==> src/rtl/reverse_stream.sv <==
// ============================================================================
// Module   : reverse_stream
// Brief    : Streaming bit/group reverser with a 2-entry output buffer,
//            valid/ready handshake on both sides and an output transfer count.
// Revision : 1.0 - initial release
// ============================================================================
`default_nettype none

module reverse_stream #(
    parameter int DATA_WIDTH  = 32,
    parameter int GROUP_WIDTH = 8,
    parameter int CNT_WIDTH   = 16
) (
    input  logic                  clk,
    input  logic                  reset,
    input  logic [DATA_WIDTH-1:0] din,
    input  logic [1:0]            din_mode,
    input  logic                  din_valid,
    output logic                  din_ready,
    output logic [DATA_WIDTH-1:0] dout,
    output logic                  dout_valid,
    input  logic                  dout_ready,
    output logic [CNT_WIDTH-1:0]  xfer_count
);

    localparam int c_groups = DATA_WIDTH / GROUP_WIDTH;

    localparam logic [1:0] c_empty = 2'd0;
    localparam logic [1:0] c_one   = 2'd1;
    localparam logic [1:0] c_full  = 2'd2;

    localparam logic [1:0] c_mode_pass   = 2'd0;
    localparam logic [1:0] c_mode_bitrev = 2'd1;
    localparam logic [1:0] c_mode_grprev = 2'd2;
    localparam logic [1:0] c_mode_ingrp  = 2'd3;

    generate
        if (DATA_WIDTH % GROUP_WIDTH != 0) begin : g_width_check
            $error("reverse_stream: DATA_WIDTH must be a multiple of GROUP_WIDTH");
        end
    endgenerate

    logic [DATA_WIDTH-1:0] w_bitrev;
    logic [DATA_WIDTH-1:0] w_grprev;
    logic [DATA_WIDTH-1:0] w_ingrp;
    logic [DATA_WIDTH-1:0] w_xform;
    logic                  w_push;
    logic                  w_pop;

    logic [1:0]            r_state;
    logic [DATA_WIDTH-1:0] r_head;
    logic [DATA_WIDTH-1:0] r_tail;
    logic [CNT_WIDTH-1:0]  r_xfer;

    generate
        for (genvar i = 0; i < DATA_WIDTH; i++) begin : g_bitrev
            assign w_bitrev[i] = din[DATA_WIDTH-1-i];
        end

        for (genvar k = 0; k < c_groups; k++) begin : g_group
            assign w_grprev[k*GROUP_WIDTH +: GROUP_WIDTH] =
                din[(c_groups-1-k)*GROUP_WIDTH +: GROUP_WIDTH];
            for (genvar j = 0; j < GROUP_WIDTH; j++) begin : g_ingrp
                assign w_ingrp[k*GROUP_WIDTH + j] = din[k*GROUP_WIDTH + GROUP_WIDTH-1-j];
            end
        end
    endgenerate

    always_comb begin
        w_xform = din;
        case (din_mode)
            c_mode_pass:   w_xform = din;
            c_mode_bitrev: w_xform = w_bitrev;
            c_mode_grprev: w_xform = w_grprev;
            c_mode_ingrp:  w_xform = w_ingrp;
            default:       w_xform = din;
        endcase
    end

    // Handshake flags come from registered state only, so din_ready never
    // depends combinationally on dout_ready.
    assign din_ready  = (r_state != c_full);
    assign dout_valid = (r_state != c_empty);
    assign dout       = r_head;
    assign xfer_count = r_xfer;

    assign w_push = din_valid & din_ready;
    assign w_pop  = dout_valid & dout_ready;

    always_ff @(posedge clk or posedge reset) begin
        if (reset) begin
            r_state <= c_empty;
            r_head  <= '0;
            r_tail  <= '0;
            r_xfer  <= '0;
        end else begin
            if (w_pop) begin
                r_xfer <= r_xfer + CNT_WIDTH'(1);
            end
            case (r_state)
                c_empty: begin
                    if (w_push) begin
                        r_head  <= w_xform;
                        r_state <= c_one;
                    end
                end
                c_one: begin
                    if (w_push && !w_pop) begin
                        r_tail  <= w_xform;
                        r_state <= c_full;
                    end else if (w_pop && !w_push) begin
                        r_state <= c_empty;
                    end else if (w_push && w_pop) begin
                        r_head  <= w_xform;
                    end
                end
                c_full: begin
                    if (w_pop) begin
                        r_head  <= r_tail;
                        r_state <= c_one;
                    end
                end
                default: begin
                    r_state <= c_empty;
                end
            endcase
        end
    end

endmodule

`default_nettype wire
==> config.mk <==
export PLATFORM = sky130hd
export DESIGN_NAME = reverse_stream
export DESIGN_NICKNAME = d
export VERILOG_FILES = /design/src/rtl/reverse_stream.sv
export SDC_FILE = /design/constraint.sdc
export NUM_CORES = 1
export LEC_CHECK = 0
export ABC_AREA = 1
export CAP_MARGIN = 20
export CORE_ASPECT_RATIO = 1.2
export CORE_MARGIN = 1
export CORE_UTILIZATION = 55
export DETAILED_ROUTE_END_ITERATION = 12
export HOLD_SLACK_MARGIN = 0.1
export PLACE_DENSITY = 0.93
export SLEW_MARGIN = 20
export SYNTH_ARGS = -nofsm -noshare
export SYNTH_HDL_FRONTEND = slang
export SYNTH_SLANG_ARGS = --single-unit
==> constraint.sdc <==
create_clock -name clk -period 6.35 [get_ports clk]
set_input_delay 0.9525 -clock clk [delete_from_list [all_inputs] [get_ports clk]]
set_output_delay 0.9525 -clock clk [all_outputs]
set_load 0.02 [all_outputs]
## Yosys cells after proc, flatten, opt, wreduce, memory -nomap -nowiden

Index checks and enable logic that the tools add are counted.

- Memories kept: 0
- Latch bits: 0
- Memory bits (read-only): 0
- Register bits: 82
- Memory bits (writable): 0
- Word-level logic and storage cells: 43
- Input port bits: 38

- Bitwise logic cells: 2
- Divide/modulo/power cells: 0
- Order comparisons: 0
- $add $sub $neg: 1
- Multipliers: 0
- Eq/ne operators: 12
- Shift operators: 0
- Reductions and logical operators: 12
- Mux-type cells: 12

Operator list:

| cell | count |
|---|---|
| 32-bit 2-to-1 mux | 5 |
| 32-bit case mux with 4 select lines | 1 |
| 32-bit case mux with 3 select lines | 1 |
| 16-bit by 1-bit adder with 16-bit output (second input constant) | 1 |
| 2-bit != test (second input constant) | 6 |
| 2-bit 2-to-1 mux | 4 |
| 2-bit equality test (second input constant) | 3 |
| 2-bit case mux with 3 select lines | 1 |
| 6-bit AND reduction | 1 |
| 2-bit by 1-bit equality test with 1-bit output (second input constant) | 2 |
| 2-bit zero test | 2 |
| 1-bit logical AND | 3 |
| 3-bit != test (second input constant) | 1 |
| 3-bit AND reduction | 1 |
| 3-bit nonzero test | 1 |
| 1-bit bitwise AND | 2 |
| 1-bit zero test | 2 |
| 2-bit AND reduction | 1 |
| 2-bit nonzero test | 1 |

## Logic depth before layout (Yosys ltp)

- Word-level depth: 7
- Mapped depth: 13

## Least setup slack after synthesis

No wires, ideal clock.

- Path type: input to register
- From: in dout_ready
- To: reg r_head[17] (netlist: dout[17])
- Buffers on the path: 1
- Required time: 6.233 ns
- Stages on the path: 11
- Slack: 4.193 ns
- Arrival: 2.041 ns
- Cells stage by stage: inv_1 nor2_1 ha_1 nor2_1 nand3_1 nand2_1 nand3_2 buf_2 nor2_1 nand2_1 nand2_1

- Cells in the longest elaborated chain, start to end: 5
- Elaborated cells between the ends (all ways): 10

RTL lines:

| item | RTL line | source |
|---|---|---|
| start: declaration | 22 | `input logic dout_ready,` |
| 1-bit bitwise AND * | 88 | `assign w_pop = dout_valid & dout_ready;` |
| named net w_pop | 48 | `logic w_pop;` |
| 1-bit zero test | 108 | `if (w_push && !w_pop) begin` |
| 1-bit logical AND | 108 |  |
| 2-bit != test (no line) | - |  |
| 6-bit AND reduction (no line) * | - |  |
| end signal: assignment | 103 | `r_head <= w_xform;` |
| end signal: assignment | 114 | `r_head <= w_xform;` |
| end signal: assignment | 119 | `r_head <= r_tail;` |
| end: declaration | 51 | `logic [DATA_WIDTH-1:0] r_head;` |

The timed path passes the listed nets; every way through them passes the cells marked *.
A chain may end at the register's enable or synchronous reset.

## Final worst setup path

- From: reg r_state[1]
- To: out din_ready

- Cells in the longest elaborated chain, start to end: 1

RTL lines:

| item | RTL line | source |
|---|---|---|
| start: declaration | 50 | `logic [1:0] r_state;` |
| start signal: assignment | 92 | `r_state <= c_empty;` |
| start signal: assignment | 104 | `r_state <= c_one;` |
| start signal: assignment | 110 | `r_state <= c_full;` |
| 2-bit != test | 82 | `assign din_ready = (r_state != c_full);` |
| end: declaration | 19 | `output logic din_ready,` |

Every way passes these cells.

==> out/summary.txt <==
Worst Setup EP: din_ready
Pins Over Slew Limit: 0
Final wirelength: 12,200 um
Largest net degree at the start of global routing: 83
CTS Sinks: 82
Chip width: 87.3 um
Global placer's final weighted congestion: 0.890
Antenna-violating nets left: 0
Setup crit start: r_state[1]$_DFFE_PP0P_
Unrepaired setup endpoints after global routing: no
Vias per cell: 5.47
Sequential Power Share: 37.6%
Layout cell share with drive strength beyond 1: 4.42%
Clk slew on worst S/H paths: 90 ps
Setup Crit Path Kind: flop to output pin
Switching share of total power: 40.9%
Hold path depth: 2
YS warnings: 0
Tmin final: 3310 ps
CTS Buffer Depth: 2
Netlist cell types: 24
R2r setup slk: 3960 ps
Hold Vio Cnt, Final: 0
Core Rows: 36
Hold_buf cts: 0
Worst setup EP type: output pin
Clk pwr share: 16.2%
Routed vias: 4,831
Slew @ Worst Pin: 997 ps
CTS tree: done
Number of global-route vias before repair: 4,688
Final setup fails: 0
Remaining Overflow, GRT: 0
CTS Root Cell: clkbuf_8
Area Overhead vs Synth: 23.1%
Syn_area_per_cell: 6.94 um2
Startpoint types: flop
Hpwl dp: 8050 um
Critical Path RT: 5400 ps
Status: complete, no violations
CTS H-tree depth: 3
CP max FO: 65
WL/cell: 13.9 um
Internal power: 1430 uW
Normalized max-slew margin: 33.5%
# Post-CTS Setup Buffers: 0
Die H: 104 um
Port Buffer Count: 87
Global-route wire length before repair: 20,700 um
Initial Util: 57.9%
I/O pins: 88
Post-Syn Area: 4800 um2
Maximum VDD drop: 0.241 mV
Pleak: 0.00284 uW
Yosys reg bits: 82
DRC violations left: 0
Diodes inserted: 0
Global-route usage over all layers: 28.3%
Core ar.: 8290 um2
Final #Nets: 806
CP arrival: 2360 ps
Clk_lat worst skew: 360 ps
RR Endpoint: r_tail[2]$_DFFE_PP0P_
Max_cap viols: 0
Fmax: 302 MHz
Net Sw Power: 991 uW
Sequential share of the synthesized area: 42.8%
Total CTS buffers: 9
Synthesized Nets: 734
Cells after Synth: 692
CTS resizes: 0
Die ar.: 9110 um2
Fin area: 5910 um2
Logic pwr share: 46.2%
PwrDens: 410 nW/um2
R2R Path Start: r_state[1]$_DFFE_PP0P_
Worst Reg-to-Reg Cells: 7
Worst hold path type: flop to flop
First-pass DRT Iterations: 5
Fin Setup TNS: 0 ps
DR iter-0 viols: 494
Antenna violations before repair: 0
Fin crit share: 52.1%
Post-DP Area: 5710 um2
Clock Skews: 10.2 ps
metrics by stage:
step / total power [uW] / util (%) / worst slack (ps) / cells / hold WS [ps]
floorplan: 1610 / - / 3290 / 692 / 465
global placement: 1970 / 68.8 / 3260 / 867 / 462
detailed placement: 2030 / 68.9 / 3180 / 867 / 465
CTS: 2420 / 71.3 / 3070 / 883 / 485
global route: 2580 / 71.3 / 2970 / 883 / 513
finish: 2420 / 71.3 / 3040 / 883 / 484
flip-flops by register name (all words and copies together), names as in the netlist:
register and flops:
r_tail 32, r_state 2, dout 32, xfer_count 16
cells by family (layout without fill, tap and decap cells):
logic type	count (synthesis)	count (layout)	share of synthesized area, %
simple gates	470	470	40.9
flops	82	82	42.8
compound gates	37	37	5.60
fa+ha+maj	4	4	1.04
xor+xnor	9	9	1.64
buf+inv	90	167	8.08
cell usage in the layout, fill, tap and decap left out, drive strengths merged, types with 2 or more instances in the layout:
master,count
xnor2,4
nand2,303
ha,4
dfrtp,82
buf,6
clkdlybuf4s50,87
clkbuf,14
nand4,65
o21a,32
o21ai,4
clkinv,2
nand3,8
inv,57
xor2,5
nor3,2
nor2,92
worst max-delay path, cell delays in order, from the launching register on:
cell and delay (ps):
dfrtp_1 480, inv_2 110, nor2_2 60, inv_2 50, buf_4 540, clkdlybuf4s50_1 730
cell usage after synthesis:
cell type	instances	area, um2
dfrtp_1	82	2050
nor3_2	1	10.0
o21ai_0	2	10.0
o21ai_1	1	5.00
nand3_2	1	10.0
nor2_2	4	25.0
buf_4	5	37.5
ha_1	4	50.1
o21ai_2	1	8.76
inv_1	55	206
xor2_1	5	43.8
inv_2	3	11.3
nand2_1	302	1130
nand2_2	1	6.26
o21a_1	32	240
nor3_1	1	5.00
clkbuf_1	7	26.3
a21oi_1	1	5.00
buf_2	19	95.1
nand3_1	7	35.0
xnor2_1	4	35.0
nor2_1	88	330
nand4_1	65	407
buf_6	1	11.3
worst min-delay path by stage:
| stage | start | slack, ps | to |
|---|---|---|---|
| after detailed placement | dout[31]$_DFFE_PP0P_ | 470 | dout[31]$_DFFE_PP0P_ |
| after CTS | dout[31]$_DFFE_PP0P_ | 480 | dout[31]$_DFFE_PP0P_ |
| final | dout[31]$_DFFE_PP0P_ | 480 | dout[31]$_DFFE_PP0P_ |
| after global placement | dout[7]$_DFFE_PP0P_ | 460 | dout[7]$_DFFE_PP0P_ |
| after floorplan | r_tail[30]$_DFFE_PP0P_ | 460 | r_tail[30]$_DFFE_PP0P_ |
| after global routing | r_tail[12]$_DFFE_PP0P_ | 510 | r_tail[12]$_DFFE_PP0P_ |
layer usage:
layer | wire (um) | vias to the layer above | GRT usage [%]
met4 | 252 | 0 | 11.4
met5 | 0 | - | 0
met2 | 6040 | 220 | 46.1
met1 | 5120 | 2247 | 36.8
li1 | - | 2331 | -
met3 | 832 | 33 | 5.00
area by class of cell:
cell class / instances / area (um2)
Clock buffer: 14 / 163
Sequential cell: 82 / 2050
Multi-Input combinational cell: 520 / 2380
Fill cell: 649 / 2380
Timing Repair Buffer: 93 / 920
Inverter: 58 / 219
Tap cell: 114 / 143
Clock inverter: 2 / 35.0
power by group through the flow:
stage | clock network [uW] | logic (uW) | registers (uW)
global route | 411 | 1230 | 935
floorplan | 0 | 594 | 1020
detailed placement | 0 | 1110 | 914
global placement | 0 | 1070 | 903
CTS | 390 | 1120 | 908
finish | 391 | 1120 | 911
Power figures use the tool's default switching activity.
